File: src/rtl/multicycle_controller_if.sv
// Control bundle between the multicycle controller and its datapath: decoded
// instruction fields, ALU flags and memory handshake in, strobes and selects out.
interface multicycle_controller_if;
    logic [6:0] op;
    logic [2:0] funct3;
    logic       funct7b5;
    logic       Zero;
    logic       signedLess;
    logic       unsignedLess;
    logic       mem_ready;

    logic       PCWrite;
    logic       IRWrite;
    logic       RegWrite;
    logic       MemWrite;
    logic       MemRead;
    logic       AdrSrc;
    logic [1:0] ALUSrcA;
    logic [1:0] ALUSrcB;
    logic [1:0] ResultSrc;
    logic [2:0] ImmSrc;
    logic [3:0] ALUControl;
    logic       fault;
    logic [3:0] state;

    modport master (
        input  op, funct3, funct7b5, Zero, signedLess, unsignedLess, mem_ready,
        output PCWrite, IRWrite, RegWrite, MemWrite, MemRead, AdrSrc,
        output ALUSrcA, ALUSrcB, ResultSrc, ImmSrc, ALUControl, fault, state
    );

    modport slave (
        output op, funct3, funct7b5, Zero, signedLess, unsignedLess, mem_ready,
        input  PCWrite, IRWrite, RegWrite, MemWrite, MemRead, AdrSrc,
        input  ALUSrcA, ALUSrcB, ResultSrc, ImmSrc, ALUControl, fault, state
    );
endinterface

File: src/rtl/multicycle_controller.sv
// Multicycle RV32I-style control FSM with a memory-wait watchdog that parks the
// controller in a sticky FAULT state until reset.
module multicycle_controller #(
    parameter int unsigned MAX_WAIT = 15
) (
    input  logic                   clk,
    input  logic                   rst,
    multicycle_controller_if.master bus
);
    localparam logic [3:0] S_FETCH    = 4'd0;
    localparam logic [3:0] S_DECODE   = 4'd1;
    localparam logic [3:0] S_MEMADR   = 4'd2;
    localparam logic [3:0] S_MEMREAD  = 4'd3;
    localparam logic [3:0] S_MEMWB    = 4'd4;
    localparam logic [3:0] S_MEMWRITE = 4'd5;
    localparam logic [3:0] S_EXECR    = 4'd6;
    localparam logic [3:0] S_EXECI    = 4'd7;
    localparam logic [3:0] S_ALUWB    = 4'd8;
    localparam logic [3:0] S_BRANCH   = 4'd9;
    localparam logic [3:0] S_JAL      = 4'd10;
    localparam logic [3:0] S_JALR_ADR = 4'd11;
    localparam logic [3:0] S_UPPER    = 4'd12;
    localparam logic [3:0] S_FAULT    = 4'd13;

    localparam logic [6:0] OP_LOAD  = 7'b0000011;
    localparam logic [6:0] OP_STORE = 7'b0100011;
    localparam logic [6:0] OP_R     = 7'b0110011;
    localparam logic [6:0] OP_I     = 7'b0010011;
    localparam logic [6:0] OP_B     = 7'b1100011;
    localparam logic [6:0] OP_JAL   = 7'b1101111;
    localparam logic [6:0] OP_JALR  = 7'b1100111;
    localparam logic [6:0] OP_LUI   = 7'b0110111;
    localparam logic [6:0] OP_AUIPC = 7'b0010111;

    localparam logic [3:0] ALU_ADD = 4'b0000;
    localparam logic [3:0] ALU_SUB = 4'b0001;
    localparam logic [3:0] ALU_LUI = 4'b0111;

    localparam logic [7:0] WAIT_LIMIT = 8'(MAX_WAIT - 1);

    logic [3:0] cur, nxt;
    logic [7:0] cnt;
    logic       waiting, timeout;
    logic       pcw, irw, rw, mw, mrd;

    function automatic logic [3:0] alu_decode(input logic [2:0] f3, input logic f7,
                                              input logic allow_sub);
        case (f3)
            3'b000:  alu_decode = (allow_sub && f7) ? ALU_SUB : ALU_ADD;
            3'b001:  alu_decode = 4'b1000;
            3'b010:  alu_decode = 4'b0110;
            3'b011:  alu_decode = 4'b0101;
            3'b100:  alu_decode = 4'b0100;
            3'b101:  alu_decode = f7 ? 4'b1010 : 4'b1001;
            3'b110:  alu_decode = 4'b0011;
            default: alu_decode = 4'b0010;
        endcase
    endfunction

    function automatic logic branch_taken(input logic [2:0] f3, input logic z,
                                          input logic sl, input logic ul);
        case (f3)
            3'b000:  branch_taken = z;
            3'b001:  branch_taken = !z;
            3'b100:  branch_taken = sl;
            3'b101:  branch_taken = !sl;
            3'b110:  branch_taken = ul;
            3'b111:  branch_taken = !ul;
            default: branch_taken = 1'b0;
        endcase
    endfunction

    function automatic logic [2:0] imm_select(input logic [6:0] opc, input logic [2:0] f3);
        case (opc)
            OP_STORE:         imm_select = 3'b001;
            OP_B:             imm_select = 3'b010;
            OP_JAL:           imm_select = 3'b011;
            OP_LUI, OP_AUIPC: imm_select = 3'b100;
            OP_I:             imm_select = (f3 == 3'b001 || f3 == 3'b101) ? 3'b101 : 3'b000;
            default:          imm_select = 3'b000;
        endcase
    endfunction

    // Watchdog trips on the MAX_WAIT-th consecutive cycle without mem_ready.
    assign waiting = (cur == S_FETCH) || (cur == S_MEMREAD) || (cur == S_MEMWRITE);
    assign timeout = waiting && !bus.mem_ready && (cnt == WAIT_LIMIT);

    always_comb begin
        pcw            = 1'b0;
        irw            = 1'b0;
        rw             = 1'b0;
        mw             = 1'b0;
        mrd            = 1'b0;
        bus.AdrSrc     = 1'b0;
        bus.ALUSrcA    = 2'b00;
        bus.ALUSrcB    = 2'b00;
        bus.ResultSrc  = 2'b00;
        bus.ImmSrc     = 3'b000;
        bus.ALUControl = ALU_ADD;
        nxt            = cur;
        case (cur)
            S_FETCH: begin
                mrd = 1'b1;
                if (bus.mem_ready) begin
                    irw           = 1'b1;
                    pcw           = 1'b1;
                    bus.ALUSrcB   = 2'b10;
                    bus.ResultSrc = 2'b10;
                    nxt           = S_DECODE;
                end
            end
            S_DECODE: begin
                bus.ALUSrcA = 2'b01;
                bus.ALUSrcB = 2'b01;
                bus.ImmSrc  = imm_select(bus.op, bus.funct3);
                case (bus.op)
                    OP_LOAD, OP_STORE: nxt = S_MEMADR;
                    OP_R:              nxt = S_EXECR;
                    OP_I:              nxt = S_EXECI;
                    OP_B:              nxt = S_BRANCH;
                    OP_JAL:            nxt = S_JAL;
                    OP_JALR:           nxt = S_JALR_ADR;
                    OP_LUI, OP_AUIPC:  nxt = S_UPPER;
                    default:           nxt = S_FAULT;
                endcase
            end
            S_MEMADR: begin
                bus.ALUSrcA = 2'b10;
                bus.ALUSrcB = 2'b01;
                nxt         = (bus.op == OP_LOAD) ? S_MEMREAD : S_MEMWRITE;
            end
            S_MEMREAD: begin
                bus.AdrSrc = 1'b1;
                mrd        = 1'b1;
                if (bus.mem_ready) nxt = S_MEMWB;
            end
            S_MEMWB: begin
                bus.ResultSrc = 2'b01;
                rw            = 1'b1;
                nxt           = S_FETCH;
            end
            S_MEMWRITE: begin
                bus.AdrSrc = 1'b1;
                mw         = 1'b1;
                if (bus.mem_ready) nxt = S_FETCH;
            end
            S_EXECR: begin
                bus.ALUSrcA    = 2'b10;
                bus.ALUControl = alu_decode(bus.funct3, bus.funct7b5, 1'b1);
                nxt            = S_ALUWB;
            end
            S_EXECI: begin
                bus.ALUSrcA    = 2'b10;
                bus.ALUSrcB    = 2'b01;
                bus.ALUControl = alu_decode(bus.funct3, bus.funct7b5, 1'b0);
                nxt            = S_ALUWB;
            end
            S_ALUWB: begin
                rw  = 1'b1;
                nxt = S_FETCH;
            end
            S_BRANCH: begin
                bus.ALUSrcA    = 2'b10;
                bus.ALUControl = ALU_SUB;
                pcw            = branch_taken(bus.funct3, bus.Zero, bus.signedLess,
                                              bus.unsignedLess);
                nxt            = S_FETCH;
            end
            S_JALR_ADR: begin
                bus.ALUSrcA = 2'b10;
                bus.ALUSrcB = 2'b01;
                nxt         = S_JAL;
            end
            S_JAL: begin
                bus.ALUSrcA = 2'b01;
                bus.ALUSrcB = 2'b10;
                pcw         = 1'b1;
                nxt         = S_ALUWB;
            end
            S_UPPER: begin
                bus.ALUSrcB = 2'b01;
                if (bus.op == OP_LUI) begin
                    bus.ALUControl = ALU_LUI;
                end else begin
                    bus.ALUSrcA = 2'b01;
                end
                nxt = S_ALUWB;
            end
            S_FAULT: nxt = S_FAULT;
            default: nxt = S_FAULT;
        endcase
        if (timeout) nxt = S_FAULT;
    end

    // Strobes are gated by reset so an in-flight access is abandoned immediately.
    assign bus.PCWrite  = pcw && !rst;
    assign bus.IRWrite  = irw && !rst;
    assign bus.RegWrite = rw  && !rst;
    assign bus.MemWrite = mw  && !rst;
    assign bus.MemRead  = mrd && !rst;
    assign bus.fault    = (cur == S_FAULT);
    assign bus.state    = cur;

    always_ff @(posedge clk) begin
        if (rst) begin
            cur <= S_FETCH;
            cnt <= 8'd0;
        end else begin
            cur <= nxt;
            if (nxt != cur) begin
                cnt <= 8'd0;
            end else if (waiting && !bus.mem_ready) begin
                cnt <= cnt + 8'd1;
            end
        end
    end
endmodule
File: src/flat_wrapper.sv
// flat-port wrapper written by rule: the top's interface ports become plain ports
module multicycle_controller_flat 
#(
    parameter int unsigned MAX_WAIT = 15
)
  (clk, rst, bus_op, bus_funct3, bus_funct7b5, bus_Zero, bus_signedLess, bus_unsignedLess, bus_mem_ready, bus_PCWrite, bus_IRWrite, bus_RegWrite, bus_MemWrite, bus_MemRead, bus_AdrSrc, bus_ALUSrcA, bus_ALUSrcB, bus_ResultSrc, bus_ImmSrc, bus_ALUControl, bus_fault, bus_state);
  multicycle_controller_if bus_i ();
  input  logic clk;
  input  logic rst;
  input wire logic [$bits(bus_i.op)-1:0] bus_op;
  input wire logic [$bits(bus_i.funct3)-1:0] bus_funct3;
  input wire logic [$bits(bus_i.funct7b5)-1:0] bus_funct7b5;
  input wire logic [$bits(bus_i.Zero)-1:0] bus_Zero;
  input wire logic [$bits(bus_i.signedLess)-1:0] bus_signedLess;
  input wire logic [$bits(bus_i.unsignedLess)-1:0] bus_unsignedLess;
  input wire logic [$bits(bus_i.mem_ready)-1:0] bus_mem_ready;
  output wire logic [$bits(bus_i.PCWrite)-1:0] bus_PCWrite;
  output wire logic [$bits(bus_i.IRWrite)-1:0] bus_IRWrite;
  output wire logic [$bits(bus_i.RegWrite)-1:0] bus_RegWrite;
  output wire logic [$bits(bus_i.MemWrite)-1:0] bus_MemWrite;
  output wire logic [$bits(bus_i.MemRead)-1:0] bus_MemRead;
  output wire logic [$bits(bus_i.AdrSrc)-1:0] bus_AdrSrc;
  output wire logic [$bits(bus_i.ALUSrcA)-1:0] bus_ALUSrcA;
  output wire logic [$bits(bus_i.ALUSrcB)-1:0] bus_ALUSrcB;
  output wire logic [$bits(bus_i.ResultSrc)-1:0] bus_ResultSrc;
  output wire logic [$bits(bus_i.ImmSrc)-1:0] bus_ImmSrc;
  output wire logic [$bits(bus_i.ALUControl)-1:0] bus_ALUControl;
  output wire logic [$bits(bus_i.fault)-1:0] bus_fault;
  output wire logic [$bits(bus_i.state)-1:0] bus_state;
  assign bus_i.op = bus_op;
  assign bus_i.funct3 = bus_funct3;
  assign bus_i.funct7b5 = bus_funct7b5;
  assign bus_i.Zero = bus_Zero;
  assign bus_i.signedLess = bus_signedLess;
  assign bus_i.unsignedLess = bus_unsignedLess;
  assign bus_i.mem_ready = bus_mem_ready;
  assign bus_PCWrite = bus_i.PCWrite;
  assign bus_IRWrite = bus_i.IRWrite;
  assign bus_RegWrite = bus_i.RegWrite;
  assign bus_MemWrite = bus_i.MemWrite;
  assign bus_MemRead = bus_i.MemRead;
  assign bus_AdrSrc = bus_i.AdrSrc;
  assign bus_ALUSrcA = bus_i.ALUSrcA;
  assign bus_ALUSrcB = bus_i.ALUSrcB;
  assign bus_ResultSrc = bus_i.ResultSrc;
  assign bus_ImmSrc = bus_i.ImmSrc;
  assign bus_ALUControl = bus_i.ALUControl;
  assign bus_fault = bus_i.fault;
  assign bus_state = bus_i.state;
  multicycle_controller #(.MAX_WAIT(MAX_WAIT)) u_core (.clk(clk), .rst(rst), .bus(bus_i));
endmodule
File: config.mk
export PLATFORM = sky130hd
export DESIGN_NAME = multicycle_controller_flat
export DESIGN_NICKNAME = d
export VERILOG_FILES = /design/src/rtl/multicycle_controller_if.sv /design/src/rtl/multicycle_controller.sv /design/src/flat_wrapper.sv
export SDC_FILE = /design/constraint.sdc
export NUM_CORES = 1
export LEC_CHECK = 0
export BUFFER_PORTS_ARGS = -buffer_cell sky130_fd_sc_hd__buf_2
export CAP_MARGIN = 10
export CORE_MARGIN = 1
export CORE_UTILIZATION = 53
export CTS_BUF_LIST = sky130_fd_sc_hd__clkbuf_4 sky130_fd_sc_hd__clkbuf_8
export DETAILED_ROUTE_END_ITERATION = 10
export GPL_ROUTABILITY_DRIVEN = 0
export HOLD_SLACK_MARGIN = 0.08
export PLACE_DENSITY = 0.86
export SLEW_MARGIN = 0
export SYNTH_ARGS = -nofsm -noshare
export SYNTH_HDL_FRONTEND = slang
export SYNTH_SLANG_ARGS = --single-unit
File: constraint.sdc
create_clock -name clk -period 2.25 [get_ports clk]
set_clock_uncertainty 0.05 [all_clocks]
set_input_delay 0.45 -clock clk [delete_from_list [all_inputs] [get_ports clk]]
set_output_delay 0.45 -clock clk [all_outputs]
set_load 0.1 [all_outputs]
==> impl_results.md, run 1 <==
* Status: finished with violations
* Violated checks: negative setup slack
* Initial DRC count at 168
* Mapped Area at 1371 um2
* DRT Pass-1 Iters at 5
* Setup CP Type: reg2out
* Number of flops mapped to enable cells by yosys at 0
* Leakage at 0.9135 nW
* Total CTS buffers at 3
* Placed instance area at 2073 um2
* CP Cell Sequence: buf_4, nor2_1, nand2_2, o22ai_4, buf_12
* Design Area, Final at 2270 um2
* Cell taking the most area after synthesis: dfxtp_1
* Worst slew pin tran at 0.5011 ns
* # diodes at 0
* # IOs at 41
* First-pass GRT wire length at 6969 um
* GR Overflow Total at 0
* Area delta synth->final at 65.51%
* Die area at 2795 um2
* Achievable frequency at 427.2 MHz
* Clock-pin slew on the worst setup and hold paths at 0.10 ns
* Classification of the worst-slack hold path: reg2reg
* CP startpoint: u_core.bus.state[0]
* Die X at 52.87 um
* Maximum vdd drop at 0.0006230 V
* Unrepaired setup endpoints after global routing: yes
* Starting Density at 55.86%
* YS warnings at 0
* Max Cap Viol at 0
* Post-synth top area share at 17.52%
* Post-synth top flop: dfxtp_1
* Clock sinks at 12
* Yosys reg bits at 12
* Largest net degree at the start of global routing at 20
* Worst-Skew Late Latency at 0.30 ns
* Post-synth cell types at 58
* Critical R2R Launch: u_core.bus.state[1]
* Initial antenna violation count at 0
* Critical Path Fanout Max at 9
* Power Total at 1.169 mW
* Util after Layout at 92.46%
* Number of setup violations in the final report at 9
* Share of flip-flops with an asynchronous set or reset at 0%
* Worst Path Required at 1.75 ns
* CP Buf/Inv Count at 2
* Largest cells by area after synthesis: dfxtp_1, nor2_1, a21oi_1
* Largest delay share family, worst path: simple AND/OR/NAND/NOR gates
* Crit path largest cell delay at 0.41 ns
* WP data arrival at 1.84 ns
* Vias per Instance at 6.633
* Final hold vios at 0
* Syn Area/Cell at 7.294 um2
* GRT Util Overall at 34.29%
* Post-CTS Hold Buffers at 0
* HPWL after detailed placement at 3189 um
* Vias in the first global route at 1,510
* DRC Markers at 0
* Final WS setup at -0.09106 ns
* Syn Inst Count at 188
* HP Start: u_core.cnt[7]
* Number of port buffers at 40
* Critical-path top delay cell: dfxtp_4
* Final nets at 265
* Final Instance Count excl. Fillers at 275
* Final WL at 5825 um
* Remaining antenna violation count at 0
* FP Rows at 18
* CTS tree: built
* Max clock buf depth at 2
* Slew HR at 66.83%
* Seq/Total Area, Yosys at 17.52%
* Clock root buffer: clkbuf_4
* Crit. End Element: primary output
* Startpoint Class: register
* Post-Place Cells at 260
* Per-cell routed wire length at 21.18 um
* Core Footprint at 2455 um2
* Via Count at 1,824
* Layout cell share with drive strength beyond 1 at 49.39%
* PD cells at 515.2 nW/um2
* Min Tclk post-route at 2.341 ns
* Htree depth at 1
* Final slew viol count at 0
* Die Span Y at 52.87 um
* Final period utilization at 104.0%
* Mapped Nets at 207
-- layout make-up --
type / count / area [um2]
Multi-Input combinational cell: 161 / 1320
Timing Repair Buffer: 63 / 608.1
Sequential cell: 12 / 255.2
Fill cell: 94 / 185.2
Tap cell: 30 / 37.54
Clock buffer: 4 / 30.03
Inverter: 5 / 18.77
-- tightest hold or removal path, stage by stage (launching register included) --
cell and delay [ns]:
dfxtp_1 0.35, xnor2_1 0.08, nor2_1 0.07
-- path summary, 6_finish.rpt --
| check | to | slack, ns | cells after the start |
|---|---|---|---|
| worst max-delay path | bus_ALUControl[2] | -0.09 | 5 |
| worst min-delay path | u_core.cnt[7] | 0.48 | 2 |
| worst max register to register | u_core.cnt[1] | -0.02 | 7 |
| worst min register to register | u_core.cnt[7] | 0.48 | 2 |
-- power breakdown --
part | internal [mW] | switching, mW | leakage (nW)
Sequential | 0.223 | 0.0375 | 0.100
Combinational | 0.250 | 0.494 | 0.795
Clock | 0.0809 | 0.0838 | 0.0184
Total | 0.554 | 0.615 | 0.914
-- cells by family (layout without fill, tap and decap cells) --
group / Yosys count / count (layout) / synth area share [%]
XOR/XNOR: 11 / 11 / 7.573
buffers and inverters: 15 / 72 / 5.474
adder cells (fa/ha/maj): 2 / 2 / 1.825
flip-flops: 12 / 12 / 17.52
multiplexers: 2 / 2 / 1.551
AND/OR/NAND/NOR: 99 / 99 / 40.69
AO/OA/AOI/OAI: 47 / 47 / 25.37
-- layer usage --
| layer | track usage [%] | share of wire (%) | vias to the layer above |
|---|---|---|---|
| met2 | 62.45 | 49 | 153 |
| met5 | 0 | 0 | - |
| met4 | 10.53 | 5.0 | 0 |
| met3 | 6.609 | 8.9 | 41 |
| li1 | - | - | 792 |
| met1 | 39.76 | 37 | 838 |
-- sequential cells by signal, indices dropped and copies added, names as in the netlist --
register,cells
u_core.cnt,8
u_core.bus.state,4
-- synthesized netlist by cell type, types with 3 or more instances --
cell type  number
and3_1          5
nor3_1          6
nor2b_1         7
nand2_1        13
buf_2           3
o21ai_0         8
nand2b_1        9
xor2_1          4
nor4_1          3
inv_1           5
clkbuf_1        4
nor2_1         31
a21oi_1        14
nand3_1         6
xnor2_1         6
dfxtp_1        12
-- cells in the final DEF (no fill, tap or decap), types with 4 or more instances in the layout --
cell type,count
nor2_1,25
buf_4,22
buf_2,21
buf_12,15
nand2_1,10
a21oi_1,10
clkbuf_4,9
dfxtp_1,8
nand2b_1,7
o21ai_0,6
nand3_1,6
xnor2_1,6
inv_1,4
nor2_4,4
nor2b_1,4
nor3_4,4
xor2_1,4
dfxtp_4,4
-- stage by stage --
stage / TNS [ns] / hold slack (ns) / worst slack (ns)
after floorplan: -1.764 / 0.4078 / -0.4745
after global placement: 0 / 0.4200 / 0.01927
after detailed placement: -0.1082 / 0.4311 / -0.07023
after CTS: -0.008275 / 0.4655 / -0.008275
after global routing: -0.8417 / 0.5043 / -0.1219
final: -0.4852 / 0.4823 / -0.09106
-- timing repair --
action,in CTS,in global routing
setup endpoints to repair,4,10
pin swaps,0,5
setup buffers,3,8
gates resized for setup,7,11
Power figures use the tool's default switching activity.
==> run 2: changes to the inputs <==
- SKIP_CTS_REPAIR_TIMING: default -> 1
==> impl_results.md, run 2 (synthesis gave the netlist of run 1 again) <==
* Starting Density at 55.86%
* Maximum vdd drop at 0.0006776 V
* Max FFs per register at 8
* Final WS setup at -0.03139 ns
* # diodes at 0
* Number of port buffers at 40
* Commonest cells after routing, fill and taps aside: nor2_1, buf_2, buf_4, buf_12
* Core Footprint at 2455 um2
* HPWL after detailed placement at 3189 um
* CTS tree: built
* GR Overflow Total at 0
* Remaining antenna violation count at 0
* Fillers at 107
* Die X at 52.87 um
* Leakage at 0.8905 nW
* Achievable frequency at 438.3 MHz
* Final nets at 261
* Final WL at 4629 um
* Setup CP Type: reg2out
* Crit. End Element: primary output
* Min Tclk post-route at 2.281 ns
* Layout cell share with drive strength beyond 1 at 48.13%
* Violated checks: negative setup slack
* Biggest register: u_core.cnt
* Max clock buf depth at 2
* Clock root buffer: clkbuf_4
* PD cells at 502.4 nW/um2
* Die Span Y at 52.87 um
* WP data arrival at 1.78 ns
* Htree depth at 1
* Per-cell routed wire length at 17.08 um
* First-pass GRT wire length at 6492 um
* Worst Path Required at 1.75 ns
* Final hold vios at 0
* Max Cap Viol at 0
* Status: finished with violations
* FP Rows at 18
* Area delta synth->final at 61.86%
* R2R setup slack at 0.12 ns
* GRT Util Overall at 31.78%
* Slew HR at 66.78%
* Final slew viol count at 0
* Power Total at 1.115 mW
* Initial antenna violation count at 0
* Number of setup violations in the final report at 1
* Setup TNS Final at -0.03139 ns
* DRC Markers at 0
* Die area at 2795 um2
* Clock-pin slew on the worst setup and hold paths at 0.08 ns
* Unrepaired setup endpoints after global routing: yes
* Vias per Instance at 6.185
* Worst-Skew Late Latency at 0.28 ns
* Total CTS buffers at 3
* Vias in the first global route at 1,445
* DRT Pass-1 Iters at 5
* Leading cell type in the layout, fill and taps excluded: nor2_1
* Classification of the worst-slack hold path: reg2reg
* # IOs at 41
* Critical Path Fanout Max at 13
* Clock sinks at 12
* Largest net degree at the start of global routing at 20
* Final period utilization at 101.4%
* Initial DRC count at 57
* Worst slew pin tran at 0.5017 ns
* Startpoint Class: register
* Via Count at 1,676
[run 2: cell type report]
cell class | count | area [um2] | area share [%]
multi-input combinational | 161 | 1319 | 59.41
timing repair buffer | 59 | 559.3 | 25.20
sequential | 12 | 255.2 | 11.50
tap | 30 | 37.54 | 1.691
clock buffer | 4 | 30.03 | 1.353
inverter | 5 | 18.77 | 0.8455
[run 2: worst paths after layout]
kind	cells after the start	start	endpoint
hold reg to reg	2	u_core.cnt[3]	u_core.cnt[3]
hold / removal	2	u_core.cnt[3]	u_core.cnt[3]
setup reg to reg	7	u_core.bus.state[1]	u_core.cnt[1]
setup / recovery	5	u_core.bus.state[0]	bus_ImmSrc[0]
[run 2: stage by stage]
stage	cell area [um2]	util (%)	worst slack [ns]	std cells	hold slack (ns)
6_report	2220	90.42	-0.03139	271	0.4675
5_1_grt	2220	90.42	-0.07225	271	0.4967
4_1_cts	2103	85.68	-0.1935	264	0.4655
3_5_place_dp	2073	84.45	-0.07023	260	0.4311
3_3_place_gp	2073	84.45	0.01927	260	0.4200
2_1_floorplan	1660	-	-0.4745	188	0.4078
[run 2: routing by layer]
| metal | track usage [%] | part of all wire [%] |
|---|---|---|
| met1 | 37.13 | 37 |
| met2 | 59.28 | 53 |
| met3 | 5.460 | 5.9 |
| met4 | 7.018 | 3.3 |
| met5 | 0 | 0 |
[run 2: worst max-delay path, cell delays in order, from the launching register on]
cell     delay, ns
dfxtp_4       0.46
nor2b_4       0.22
nand2_2       0.08
or3_4         0.41
a21oi_4       0.15
buf_12        0.19
[run 2: where the power goes]
part           switching (mW)  internal (mW)
Sequential             0.0387          0.223
Combinational           0.464          0.238
Clock                  0.0711         0.0807
Total                   0.574          0.541
==> run 3: changes to the inputs <==
- CORE_ASPECT_RATIO: default -> 1.2
- SKIP_LAST_GASP: default -> 1
==> impl_results.md, run 3 (synthesis gave the netlist of run 1 again) <==
* Per-cell routed wire length at 19.79 um
* GRT Util Overall at 31.19%
* Leakage at 0.8759 nW
* Max FFs per register at 8
* Unrepaired setup endpoints after global routing: yes
* Fillers at 86
* Remaining antenna violation count at 0
* Startpoint Class: register
* # IOs at 41
* Starting Density at 57.68%
* Number of setup violations in the final report at 2
* Via Count at 1,819
* Flop pwr share at 22.6%
* Commonest cells after routing, fill and taps aside: nor2_1, buf_2, buf_4, buf_12, a21oi_1
* Clock sinks at 12
* Final WS setup at -0.07330 ns
* Biggest register: u_core.cnt
* Clock power share at 12.3%
* Slew HR at 64.59%
* Achievable frequency at 430.4 MHz
* # diodes at 0
* Min Tclk post-route at 2.323 ns
* Max clock buf depth at 2
* PD cells at 508.8 nW/um2
* Number of port buffers at 40
* Internal Power at 0.5240 mW
* Worst-Skew Late Latency at 0.28 ns
* Die area at 2796 um2
* P_sw at 0.5876 mW
* Final hold vios at 0
* Switching share of power at 52.86%
* DRC Markers at 0
* HPWL after detailed placement at 3432 um
* Htree depth at 1
* Vias per Instance at 6.737
* Layout cell share with drive strength beyond 1 at 46.44%
* Largest net degree at the start of global routing at 20
* Final WL at 5343 um
* Combinational share of power at 65.1%
* Status: finished with violations
* Final nets at 259
* Area delta synth->final at 59.31%
* Leading cell type in the layout, fill and taps excluded: nor2_1
* Die X at 48.44 um
* Maximum vdd drop at 0.0006219 V
* Placed instance area at 2074 um2
* First-pass GRT wire length at 6844 um
* Worst slew pin tran at 0.5178 ns
* Clock root buffer: clkbuf_4
* Classification of the worst-slack hold path: reg2reg
* Design Area, Final at 2185 um2
* DRT Pass-1 Iters at 5
* Die Span Y at 57.72 um
* CTS tree: built
* WP data arrival at 1.82 ns
* Violated checks: negative setup slack
* FP Rows at 19
* Critical Path Fanout Max at 19
* Worst Path Required at 1.75 ns
* Initial antenna violation count at 0
* Max Cap Viol at 0
* Clock-pin slew on the worst setup and hold paths at 0.08 ns
* GR Overflow Total at 0
* Setup CP Type: reg2out
* Core Footprint at 2377 um2
* Crit. End Element: primary output
* Total CTS buffers at 3
* Post-Place Cells at 261
* Final Instance Count excl. Fillers at 270
* Initial DRC count at 138
* Final period utilization at 103.3%
* Final slew viol count at 0
* Vias in the first global route at 1,521
[run 3: per-stage QoR]
step	power (mW)	worst slack (ns)	setup TNS [ns]	utilization [%]	hold WS, ns
after floorplan	0.7751	-0.4745	-1.764	-	0.4078
after global placement	0.9068	-0.01153	-0.01153	87.26	0.4199
after detailed placement	0.9267	-0.05470	-0.1054	87.26	0.4403
after CTS	1.060	-0.2065	-0.5316	88.37	0.4575
after global routing	1.144	-0.1424	-0.3148	91.89	0.5114
final	1.112	-0.07330	-0.1081	91.89	0.4691
[run 3: area by class of cell]
cell class                 count  area (um2)  area share [%]
multi-input combinational    161        1306           59.79
timing repair buffer          57       539.3           24.68
sequential                    12       255.2           11.68
tap                           31       38.79           1.775
clock buffer                   3       22.52           1.031
inverter                       5       18.77          0.8591
clock inverter                 1       3.754          0.1718
[run 3: power groups by stage]
stage / clock, mW / sequential [mW] / combinational, mW
finish: 0.137 / 0.251 / 0.724
global route: 0.143 / 0.253 / 0.748
CTS: 0.136 / 0.253 / 0.671
detailed placement: 0 / 0.258 / 0.669
global placement: 0 / 0.257 / 0.650
floorplan: 0 / 0.286 / 0.489
[run 3: final timing paths]
path                                     startpoint  slack [ns]  cells past startpoint                 to
worst max-delay path            u_core.bus.state[1]       -0.07                      6  bus_ALUControl[0]
worst min-delay path                  u_core.cnt[3]        0.47                      2      u_core.cnt[3]
worst max register to register  u_core.bus.state[2]        0.14                      7      u_core.cnt[1]
worst min register to register        u_core.cnt[3]        0.47                      2      u_core.cnt[3]
[run 3: layer usage]
metal	share of wire, %	track usage [%]	wire, um	vias to the layer above
met5	0	0	0	-
met4	6.7	15.13	360	0
met3	7.3	2.625	391	46
met2	50	59.56	2664	158
met1	36	34.89	1927	830
li1	-	-	-	785
[run 3: critical path, cell delays in order (launching register included)]
cell	delay (ns)
dfxtp_4	0.49
nor2b_4	0.26
nand3_1	0.12
a21oi_1	0.16
a21oi_1	0.09
o22ai_4	0.22
buf_12	0.20
